**src/rtl/exu_pkg.sv**
```systemverilog
// Shared types and opcode decode for the execute issue sequencer.
// EXU_DIV_EN enables the divider path; ALUOP_WIDTH defaults to 5 when not set.
`ifndef ALUOP_WIDTH
`define ALUOP_WIDTH 5
`endif

package exu_pkg;

  typedef enum logic [2:0] {
    IDLE     = 3'd0,
    WAIT_FU  = 3'd1,
    WAIT_MUL = 3'd2,
`ifdef EXU_DIV_EN
    WAIT_DIV = 3'd3,
`endif
    RESP     = 3'd4
  } exu_state_e;

  typedef enum logic [1:0] {
    SEL_ALU = 2'd0,
    SEL_MUL = 2'd1,
    SEL_QUO = 2'd2,
    SEL_REM = 2'd3
  } exu_sel_e;

  typedef enum logic [1:0] {
    CLS_FU  = 2'd0,
    CLS_MUL = 2'd1,
    CLS_DIV = 2'd2
  } exu_cls_e;

  localparam logic [31:0] OP_MUL  = 32'd15;
  localparam logic [31:0] OP_DIV  = 32'd16;
  localparam logic [31:0] OP_DIVU = 32'd17;
  localparam logic [31:0] OP_REM  = 32'd18;
  localparam logic [31:0] OP_REMU = 32'd19;

  function automatic exu_cls_e op_class(input logic [31:0] aluop);
    case (aluop)
      OP_MUL:                          return CLS_MUL;
      OP_DIV, OP_DIVU, OP_REM, OP_REMU: return CLS_DIV;
      default:                         return CLS_FU;
    endcase
  endfunction

endpackage

```
**src/rtl/exu_watchdog.sv**
```systemverilog
// Wait-cycle counter; expired_o flags when the count reaches TIMEOUT_CYCLES.
module exu_watchdog #(
  parameter int TIMEOUT_CYCLES = 128
) (
  input  logic clk,
  input  logic rst,
  input  logic clr_i,
  input  logic inc_i,
  output logic expired_o
);

  logic [9:0] cnt_q, cnt_d;

  always_comb begin
    cnt_d = cnt_q;
    if (clr_i)      cnt_d = '0;
    else if (inc_i) cnt_d = cnt_q + 10'd1;
  end

  always_ff @(posedge clk or posedge rst) begin
    if (rst) cnt_q <= '0;
    else     cnt_q <= cnt_d;
  end

  assign expired_o = (cnt_q == 10'(TIMEOUT_CYCLES));

endmodule

```
**src/rtl/exu_issue_ctrl.sv**
```systemverilog
// Issue sequencer: start one functional unit, wait for done/timeout/flush, hold result for writeback.
// Build option EXU_DIV_EN: when undefined, div/rem opcodes complete immediately as illegal.
`ifndef ALUOP_WIDTH
`define ALUOP_WIDTH 5
`endif

module exu_issue_ctrl
  import exu_pkg::*;
#(
  parameter int ALUOP_WIDTH    = `ALUOP_WIDTH,
  parameter int TIMEOUT_CYCLES = 128
) (
  input  logic                   clk,
  input  logic                   rst,
  input  logic                   in_valid,
  output logic                   in_ready,
  input  logic [ALUOP_WIDTH-1:0] in_aluop,
  input  logic                   flush,
  output logic                   fu_valid,
  input  logic                   fu_done,
  output logic                   mul_start,
  input  logic                   mul_done,
  output logic                   div_start,
  output logic                   div_signed,
  input  logic                   div_done,
  output logic                   fu_kill,
  output logic                   out_valid,
  input  logic                   out_ready,
  output logic [1:0]             out_sel,
  output logic                   out_timeout,
  output logic                   out_illegal,
  output logic                   busy
);

  exu_state_e state_q, state_d;
  exu_sel_e   sel_q, sel_d;
  logic       fu_valid_q, fu_valid_d, mul_start_q, mul_start_d;
  logic       kill_q, kill_d, ovld_q, ovld_d, busy_q, busy_d;
  logic       tmo_q, tmo_d, ill_q, ill_d;
  logic       wd_clr, wd_inc, wd_expired, unit_done;
  logic       div_start_q, div_start_d, div_signed_q, div_signed_d;

  logic [31:0] op_w;
  exu_cls_e    cls;
  logic        is_rem;

  assign op_w   = 32'(in_aluop);
  assign cls    = op_class(op_w);
  assign is_rem = (op_w == OP_REM) || (op_w == OP_REMU);

`ifdef EXU_DIV_EN
  logic is_signed;
  assign is_signed = (op_w == OP_DIV) || (op_w == OP_REM);
`else
  logic unused_div_done;
  assign unused_div_done = div_done;
`endif

  assign in_ready = (state_q == IDLE) && !flush && !rst;

  exu_watchdog #(.TIMEOUT_CYCLES(TIMEOUT_CYCLES)) u_wd (
    .clk       (clk),
    .rst       (rst),
    .clr_i     (wd_clr),
    .inc_i     (wd_inc),
    .expired_o (wd_expired)
  );

  always_comb begin
    state_d      = state_q;
    sel_d        = sel_q;
    tmo_d        = tmo_q;
    ill_d        = ill_q;
    fu_valid_d   = 1'b0;
    mul_start_d  = 1'b0;
    div_start_d  = 1'b0;
    div_signed_d = 1'b0;
    kill_d       = 1'b0;
    wd_clr       = 1'b0;
    wd_inc       = 1'b0;
    unit_done    = 1'b0;
    case (state_q)
      IDLE: begin
        if (in_valid && in_ready) begin
          wd_clr = 1'b1;
          tmo_d  = 1'b0;
          ill_d  = 1'b0;
          case (cls)
            CLS_MUL: begin
              state_d     = WAIT_MUL;
              mul_start_d = 1'b1;
              sel_d       = SEL_MUL;
            end
            CLS_DIV: begin
              if (is_rem) sel_d = SEL_REM;
              else        sel_d = SEL_QUO;
`ifdef EXU_DIV_EN
              state_d      = WAIT_DIV;
              div_start_d  = 1'b1;
              div_signed_d = is_signed;
`else
              state_d = RESP;
              ill_d   = 1'b1;
`endif
            end
            default: begin
              state_d    = WAIT_FU;
              fu_valid_d = 1'b1;
              sel_d      = SEL_ALU;
            end
          endcase
        end
      end
`ifdef EXU_DIV_EN
      WAIT_FU, WAIT_MUL, WAIT_DIV: begin
`else
      WAIT_FU, WAIT_MUL: begin
`endif
        wd_inc = 1'b1;
        // start pulse is high only in the first WAIT cycle, so it masks done there
        if (state_q == WAIT_FU)       unit_done = fu_done && !fu_valid_q;
        else if (state_q == WAIT_MUL) unit_done = mul_done && !mul_start_q;
`ifdef EXU_DIV_EN
        else                          unit_done = div_done && !div_start_q;
`endif
        if (flush) begin
          state_d = IDLE;
          kill_d  = 1'b1;
        end else if (unit_done) begin
          state_d = RESP;
          tmo_d   = 1'b0;
        end else if (wd_expired) begin
          state_d = RESP;
          tmo_d   = 1'b1;
          kill_d  = 1'b1;
        end
      end
      RESP: if (flush || out_ready) state_d = IDLE;
      default: state_d = IDLE;
    endcase
    ovld_d = (state_d == RESP);
    busy_d = (state_d != IDLE);
  end

  always_ff @(posedge clk or posedge rst) begin
    if (rst) begin
      state_q      <= IDLE;
      sel_q        <= SEL_ALU;
      tmo_q        <= 1'b0;
      ill_q        <= 1'b0;
      fu_valid_q   <= 1'b0;
      mul_start_q  <= 1'b0;
      div_start_q  <= 1'b0;
      div_signed_q <= 1'b0;
      kill_q       <= 1'b0;
      ovld_q       <= 1'b0;
      busy_q       <= 1'b0;
    end else begin
      state_q      <= state_d;
      sel_q        <= sel_d;
      tmo_q        <= tmo_d;
      ill_q        <= ill_d;
      fu_valid_q   <= fu_valid_d;
      mul_start_q  <= mul_start_d;
      div_start_q  <= div_start_d;
      div_signed_q <= div_signed_d;
      kill_q       <= kill_d;
      ovld_q       <= ovld_d;
      busy_q       <= busy_d;
    end
  end

  assign fu_valid    = fu_valid_q;
  assign mul_start   = mul_start_q;
  assign div_start   = div_start_q;
  assign div_signed  = div_signed_q;
  assign fu_kill     = kill_q;
  assign out_valid   = ovld_q;
  assign out_sel     = sel_q;
  assign out_timeout = tmo_q;
  assign out_illegal = ill_q;
  assign busy        = busy_q;

endmodule

```
**config.mk**
```make
export PLATFORM = sky130hd
export DESIGN_NAME = exu_issue_ctrl
export DESIGN_NICKNAME = d
export VERILOG_FILES = /design/src/rtl/exu_pkg.sv /design/src/rtl/exu_watchdog.sv /design/src/rtl/exu_issue_ctrl.sv
export SDC_FILE = /design/constraint.sdc
export NUM_CORES = 1
export LEC_CHECK = 0
export BUFFER_PORTS_ARGS = -buffer_cell sky130_fd_sc_hd__buf_2
export CAP_MARGIN = 25
export CORE_MARGIN = 1.5
export CORE_UTILIZATION = 40
export DETAILED_ROUTE_END_ITERATION = 10
export RECOVER_POWER = 50
export SLEW_MARGIN = 20
export SYNTH_ARGS = -nofsm -noshare
export SYNTH_HDL_FRONTEND = slang
export SYNTH_SLANG_ARGS = --single-unit
```
**constraint.sdc**
```tcl
create_clock -name clk -period 3 [get_ports clk]
set_clock_uncertainty 0.1 [all_clocks]
set_input_delay 0.45 -clock clk [delete_from_list [all_inputs] [get_ports clk]]
set_output_delay 0.45 -clock clk [all_outputs]
set_load 0.05 [all_outputs]
```
==> results of run 1 <==
-- routing by layer --
metal / vias up / GRT usage (%)
met5: - / 0
met4: 0 / 5.98
met3: 2 / 2.07
met2: 15 / 26.8
met1: 438 / 22.3
li1: 459 / -
-- per-stage QoR --
stage | setup slack, ps | instance area (um2) | std cells | total power [mW] | util [%]
floorplan | 1140 | 1170 | 121 | 0.437 | -
global placement | 880 | 1290 | 169 | 0.470 | 46.7
detailed placement | 790 | 1290 | 169 | 0.473 | 46.7
CTS | 799 | 1320 | 173 | 0.639 | 48.0
global route | 663 | 1320 | 173 | 0.666 | 47.7
finish | 808 | 1320 | 173 | 0.629 | 47.7
-- synthesized netlist by cell type, drive strengths merged (2+ instances only) --
cell	number
ha	6
nor4b	2
nor2	10
or3	4
clkbuf	2
a21oi	6
nor3	5
mux2i	3
nand2	17
o31ai	2
o21ai	4
buf	2
and2	4
dfrtp	22
inv	5
xnor2	5
nand3	5
or4bb	2
-- path summary, 6_finish.rpt --
check,startpoint,endpoint,slack (ps),cells after the start
max in group asynchronous,rst,u_wd.cnt_q[8]$_DFFE_PP0P_,2070,2
worst min register to register,out_illegal$_DFFE_PP0P_,out_illegal$_DFFE_PP0P_,400,2
worst min-delay path,rst,out_illegal$_DFFE_PP0P_,200,2
worst max register to register,state_q[1]$_DFF_PP0_,out_timeout$_DFFE_PP0P_,930,4
worst max-delay path,state_q[1]$_DFF_PP0_,in_ready,810,3
min in group clk,flush,fu_kill$_DFF_PP0_,290,2
-- report_power, final --
group          total (mW)  switching (mW)  internal [mW]  leakage [nW]
combinational       0.123          0.0773         0.0456         0.315
clock               0.165          0.0910         0.0740        0.0210
sequential          0.341          0.0222          0.318         0.302
total               0.629           0.191          0.438         0.638
-- layout by cell type, fill, tap and decap left out, types with 2 or more instances in the layout --
cell type and n:
a21oi_1 6, and2_1 4, buf_2 15, clkbuf_1 6
clkbuf_4 3, conb_1 2, dfrtp_1 22, ha_1 6
inv_1 5, mux2i_1 3, nand2_1 17, nand3_1 5
nor2_1 10, nor3_1 5, nor4b_1 2, o21ai_0 4
o31ai_1 2, or3_1 3, or4bb_1 2, xnor2_1 5
-- cell families after synthesis --
family / count (synthesis) / synth area share, %
multiplexers: 3 / 2.58
adder cells (fa/ha/maj): 6 / 6.46
XOR/XNOR: 5 / 3.77
buffers and inverters: 9 / 3.55
flip-flops: 22 / 47.4
AO/OA/AOI/OAI: 19 / 10.8
other: 1 / 0.323
AND/OR/NAND/NOR: 55 / 25.2
-- layout make-up --
type / count / area [um2] / share of cell area, %
clock buffers: 4 / 36.3 / 2.76
inverters: 5 / 18.8 / 1.43
multi-input cells: 90 / 574 / 43.6
flip-flops and latches: 22 / 551 / 41.8
well taps: 31 / 38.8 / 2.95
repair buffers: 21 / 97.6 / 7.41
==> impl_metrics.xml, run 1 <==
<?xml version="1.0" encoding="UTF-8"?>
<metrics>
  <group name="final_layout">
    <metric name="area_delta_synth_final" unit="%">13.2</metric>
    <metric name="final_layout_size_suffix_gt1_share" unit="%">14.8</metric>
    <metric name="top_register" unit="">u_wd.cnt_q</metric>
    <metric name="largest_register_ffs" unit="">10</metric>
    <metric name="nNetsFinal" unit="">162</metric>
    <metric name="antenna_cells" unit="">0</metric>
    <metric name="fillers" unit="">291</metric>
  </group>
  <group name="synthesis">
    <metric name="ys_dominant_reg_cell" unit="">dfrtp_1</metric>
    <metric name="yosysWarnings" unit="">0</metric>
    <metric name="synth.distinct_cells" unit="">33</metric>
    <metric name="synth-edff-count" unit="">0</metric>
    <metric name="cell_taking_the_most_area_after_synthesis" unit="">dfrtp_1</metric>
    <metric name="synthesis.area" unit="mm2">0.00116</metric>
    <metric name="synth-async-reset-ratio" unit="%">100</metric>
    <metric name="yosys-top-cells-area" unit="">dfrtp_1, ha_1, nand2_1, xnor2_1, nor2_1</metric>
    <metric name="synth.avg_cell_area" unit="um2">9.69</metric>
    <metric name="synth.ff_latch_count" unit="">22</metric>
    <metric name="fraction_of_the_yosys_area_taken_by_sequential_cells" unit="%">47.4</metric>
    <metric name="synthCells" unit="">120</metric>
    <metric name="synth_top_cell_area_share" unit="%">47.4</metric>
  </group>
  <group name="setup_path">
    <metric name="critPathSlowestCell" unit="">dfrtp_1</metric>
    <metric name="timing.critical_path.from_type" unit="">flip-flop</metric>
    <metric name="timing.critical_path.buf_inv" unit="">1</metric>
    <metric name="crit_path_end_kind" unit="">output port</metric>
    <metric name="slowest_delay" unit="ps">440</metric>
    <metric name="worst_path_cell_chain" unit="">nor3_1 -&gt; and2_1 -&gt; buf_2</metric>
    <metric name="cp_data_arrival_time" unit="ps">1640</metric>
    <metric name="worst_path_dominant_cell_family" unit="">simple AND/OR/NAND/NOR gates</metric>
    <metric name="critical_path.max_fanout" unit="">5</metric>
    <metric name="crit_required" unit="ps">2450</metric>
    <metric name="timing.setup.critical_path_class" unit="">flip-flop to output port</metric>
  </group>
  <group name="power">
    <metric name="vdd_ir_drop_max" unit="V">0.000255</metric>
    <metric name="cellLeakagePower" unit="nW">0.638</metric>
    <metric name="power.density_cell_area" unit="mW/mm2">477</metric>
  </group>
  <group name="cts">
    <metric name="tritoncts_num_sinks" unit="">22</metric>
    <metric name="tritoncts" unit="">yes</metric>
    <metric name="depth_of_the_cts_h_tree" unit="">1</metric>
    <metric name="insertion_delay" unit="ps">300</metric>
    <metric name="cts_hold_buffers" unit="">0</metric>
    <metric name="cts_inserted_buffers" unit="">3</metric>
    <metric name="postCtsSetupRepairBufs" unit="">0</metric>
    <metric name="ctsLongestPathBuffers" unit="">2</metric>
    <metric name="cts-resized-gates" unit="">0</metric>
    <metric name="cts-root-buf" unit="">clkbuf_4</metric>
    <metric name="worst_setup_hold_path_clk_slew" unit="ps">120</metric>
  </group>
  <group name="detailed_routing">
    <metric name="drc" unit="">0</metric>
    <metric name="maxUsedRoutingLayer" unit="">met4</metric>
    <metric name="wl_met1" unit="um">1160</metric>
    <metric name="met2_wirelength" unit="um">1090</metric>
    <metric name="route.antenna.remaining_nets" unit="">0</metric>
    <metric name="drtIter0Drc" unit="">20</metric>
    <metric name="vias_per_cell" unit="">5.28</metric>
    <metric name="detailroute.via_count" unit="">914</metric>
    <metric name="drt-wirelength-per-cell" unit="um">13.5</metric>
    <metric name="met3_length" unit="um">60</metric>
    <metric name="drt_pass1_iterations" unit="">4</metric>
    <metric name="final_wirelength" unit="um">2330</metric>
  </group>
  <group name="global_routing">
    <metric name="first_global_vias" unit="">948</metric>
    <metric name="global_route.overflow_total" unit="">0</metric>
    <metric name="grt_start_max_net_pins" unit="">23</metric>
    <metric name="gr-usage-all-layers" unit="%">16.4</metric>
    <metric name="first_pass_grt_wire_length" unit="um">4140</metric>
    <metric name="initial_antenna_violation_count" unit="">0</metric>
  </group>
  <group name="placed_design">
    <metric name="detailedPlacementHpwl" unit="um">1710</metric>
    <metric name="gp_routability_congestion" unit="">0.763</metric>
    <metric name="place.port_buffers" unit="">21</metric>
  </group>
  <group name="sta">
    <metric name="slew_viol_final" unit="">0</metric>
    <metric name="clock.fmax" unit="MHz">456</metric>
    <metric name="totalNegativeSetupSlack" unit="ps">0</metric>
    <metric name="slew_headroom" unit="%">42.7</metric>
    <metric name="hold_slack_final" unit="ps">202</metric>
    <metric name="setup_repair_after_global_routing_missed_its_margin" unit="">no</metric>
    <metric name="timing_worst_slew_pin_value" unit="ps">858</metric>
    <metric name="timing.final.crit_period" unit="ps">2190</metric>
    <metric name="setup_violations" unit="">0</metric>
    <metric name="period_share" unit="%">73.1</metric>
    <metric name="final_hold_viols" unit="">0</metric>
  </group>
  <group name="die">
    <metric name="floorplan.io_pins" unit="">25</metric>
    <metric name="fp-row-count" unit="">19</metric>
    <metric name="core_area" unit="mm2">0.00276</metric>
    <metric name="chipWidth" unit="um">56.9</metric>
    <metric name="die_area" unit="mm2">0.00324</metric>
    <metric name="die-height" unit="um">56.9</metric>
    <metric name="initial_utilization" unit="%">42.2</metric>
  </group>
  <group name="outcome">
    <metric name="status" unit="">finished clean</metric>
  </group>
  <group name="min_path">
    <metric name="min-delay-path-class" unit="">input port to asynchronous set/reset pin</metric>
  </group>
  <group name="flow_run">
    <metric name="max_cap_violations" unit="">0</metric>
  </group>
</metrics>
Note: power is estimated with default switching activity, not from simulation.
==> run 2, diff against run 1 <==
Clock period 3 ns to 1.9 ns, I/O delays scaled along.
==> run 2 against run 1 <==
Net effect: highest routed layer unchanged; clock-buffer cell count is 1 lower; final cell count is 3.5% higher; critical endpoint is now u_wd.cnt_q[9]$_DFFE_PP0P_; final area is 4.0% higher; setup slack worse by 700 ps; combinational power is 69% higher; die area stayed put; largest cell class unchanged; sequential share of layout area is 1.5 points lower; sequential cell count stayed put; largest power group unchanged.
==> impl_metrics.xml, run 2 (same netlist as run 1, synthesis figures left out) <==
<?xml version="1.0" encoding="UTF-8"?>
<metrics>
  <group name="sta">
    <metric name="slew_headroom" unit="%">60.4</metric>
    <metric name="setup_repair_after_global_routing_missed_its_margin" unit="">no</metric>
    <metric name="layout_setup_ws" unit="ps">111</metric>
    <metric name="clock.fmax" unit="MHz">559</metric>
    <metric name="timing.final.crit_period" unit="ps">1790</metric>
    <metric name="totalNegativeSetupSlack" unit="ps">0</metric>
    <metric name="final_hold_viols" unit="">0</metric>
    <metric name="timing_worst_slew_pin_value" unit="ps">596</metric>
    <metric name="slew_viol_final" unit="">0</metric>
    <metric name="setup_violations" unit="">0</metric>
    <metric name="period_share" unit="%">94.1</metric>
    <metric name="hold_slack_final" unit="ps">132</metric>
  </group>
  <group name="final_layout">
    <metric name="layout.core_utilization" unit="%">49.6</metric>
    <metric name="antenna_cells" unit="">0</metric>
    <metric name="largest_register_ffs" unit="">10</metric>
    <metric name="fillers" unit="">268</metric>
    <metric name="final_layout_size_suffix_gt1_share" unit="%">19.6</metric>
    <metric name="top_register" unit="">u_wd.cnt_q</metric>
    <metric name="mostFrequentLayoutCells" unit="">dfrtp_1, nand2_1, buf_2, nor2_1</metric>
    <metric name="area_delta_synth_final" unit="%">17.8</metric>
    <metric name="mostFrequentLayoutCell" unit="">dfrtp_1</metric>
    <metric name="nNetsFinal" unit="">169</metric>
    <metric name="design_area" unit="mm2">0.00137</metric>
    <metric name="finish.cell_count_without_fillers" unit="">179</metric>
  </group>
  <group name="setup_path">
    <metric name="crit_required" unit="ps">2040</metric>
    <metric name="timing.setup.critical_path_class" unit="">flip-flop to flip-flop</metric>
    <metric name="cp_data_arrival_time" unit="ps">1930</metric>
    <metric name="timing.critical_path.from_type" unit="">flip-flop</metric>
    <metric name="critical_path.max_fanout" unit="">8</metric>
    <metric name="regToRegSetupSlack" unit="ps">110</metric>
    <metric name="ff2ff_path_depth" unit="">5</metric>
    <metric name="crit_path_end_kind" unit="">flip-flop</metric>
  </group>
  <group name="cts">
    <metric name="cts_inserted_buffers" unit="">3</metric>
    <metric name="worst_setup_hold_path_clk_slew" unit="ps">120</metric>
    <metric name="tritoncts" unit="">yes</metric>
    <metric name="depth_of_the_cts_h_tree" unit="">1</metric>
    <metric name="insertion_delay" unit="ps">310</metric>
    <metric name="ctsLongestPathBuffers" unit="">2</metric>
    <metric name="cts-root-buf" unit="">clkbuf_4</metric>
    <metric name="tritoncts_num_sinks" unit="">22</metric>
  </group>
  <group name="placed_design">
    <metric name="dpl-instance-area" unit="mm2">0.00133</metric>
    <metric name="pre_cts_ws" unit="ps">49.1</metric>
    <metric name="detailedPlacementHpwl" unit="um">1760</metric>
    <metric name="gp_routability_congestion" unit="">0.753</metric>
    <metric name="dpl.cell_count" unit="">175</metric>
    <metric name="place.port_buffers" unit="">21</metric>
  </group>
  <group name="global_routing">
    <metric name="gr-usage-all-layers" unit="%">16.3</metric>
    <metric name="first_global_vias" unit="">962</metric>
    <metric name="global_route.overflow_total" unit="">0</metric>
    <metric name="first_pass_grt_wire_length" unit="um">4170</metric>
    <metric name="grt_start_max_net_pins" unit="">16</metric>
    <metric name="initial_antenna_violation_count" unit="">0</metric>
  </group>
  <group name="power">
    <metric name="power.density_cell_area" unit="mW/mm2">702</metric>
    <metric name="cellLeakagePower" unit="nW">0.664</metric>
    <metric name="vdd_ir_drop_max" unit="V">0.000603</metric>
    <metric name="total_power" unit="uW">961</metric>
  </group>
  <group name="outcome">
    <metric name="status" unit="">finished clean</metric>
  </group>
  <group name="detailed_routing">
    <metric name="final_wirelength" unit="um">2350</metric>
    <metric name="detailroute.via_count" unit="">944</metric>
    <metric name="drt_pass1_iterations" unit="">4</metric>
    <metric name="drc" unit="">0</metric>
    <metric name="route.antenna.remaining_nets" unit="">0</metric>
    <metric name="maxUsedRoutingLayer" unit="">met4</metric>
    <metric name="met2_wirelength" unit="um">1120</metric>
    <metric name="vias_per_cell" unit="">5.27</metric>
    <metric name="drt-wirelength-per-cell" unit="um">13.1</metric>
    <metric name="drtIter0Drc" unit="">25</metric>
    <metric name="wl_met1" unit="um">1090</metric>
    <metric name="met3_length" unit="um">112</metric>
  </group>
  <group name="min_path">
    <metric name="min_delay_path_depth" unit="">2</metric>
    <metric name="min-delay-path-class" unit="">input port to flip-flop</metric>
  </group>
  <group name="die">
    <metric name="die_area" unit="mm2">0.00324</metric>
    <metric name="fp-row-count" unit="">19</metric>
    <metric name="initial_utilization" unit="%">42.2</metric>
    <metric name="core_area" unit="mm2">0.00276</metric>
    <metric name="floorplan.io_pins" unit="">25</metric>
    <metric name="die-height" unit="um">56.9</metric>
    <metric name="chipWidth" unit="um">56.9</metric>
  </group>
  <group name="flow_run">
    <metric name="max_cap_violations" unit="">0</metric>
  </group>
</metrics>
-- run 2: cell count changes in the layout (fill, tap and decap cells not counted), sizes merged --
cell	previous run	this run
buf	15	20
dlygate4sd3	0	1
-- run 2: power breakdown --
part	internal (mW)	total [mW]	switching, mW
Sequential	0.503	0.538	0.0359
Combinational	0.0832	0.208	0.125
Clock	0.0741	0.214	0.140
-- run 2: per-layer routing --
metal  vias to the layer above  global-route usage [%]
li1                        474                       -
met1                       443                    22.4
met2                        23                    25.9
met3                         4                    2.30
met4                         0                    6.64
met5                         -                       0
-- run 2: worst max-delay path: stages, from the launching register on --
cell and delay, ps:
dfrtp_2 460, xnor2_1 150, buf_4 170, or3_1 350, or3_1 350, a21oi_1 140
-- run 2: final timing paths --
path | from | endpoint
worst max-delay path | state_q[1]$_DFF_PP0_ | u_wd.cnt_q[9]$_DFFE_PP0P_
worst min-delay path | flush | fu_kill$_DFF_PP0_
worst max register to register | state_q[1]$_DFF_PP0_ | u_wd.cnt_q[9]$_DFFE_PP0P_
worst min register to register | out_sel[0]$_DFFE_PP0P_ | out_sel[0]$_DFFE_PP0P_
max in group asynchronous | rst | u_wd.cnt_q[8]$_DFFE_PP0P_
min in group asynchronous | rst | out_sel[0]$_DFFE_PP0P_
-- run 2: final cells by class --
type / count / area (um2) / area share, %
well taps: 31 / 38.8 / 2.83
flip-flops and latches: 22 / 552 / 40.3
clock buffers: 3 / 22.5 / 1.65
repair buffers: 28 / 156 / 11.4
multi-input cells: 90 / 581 / 42.4
inverters: 5 / 18.8 / 1.37
-- run 2: what timing repair did --
item,in CTS,in global routing
setup buffers,0,0
setup endpoints to repair,0,3
gates resized for setup,0,6
hold buffers,1,0
hold endpoints to repair,7,0
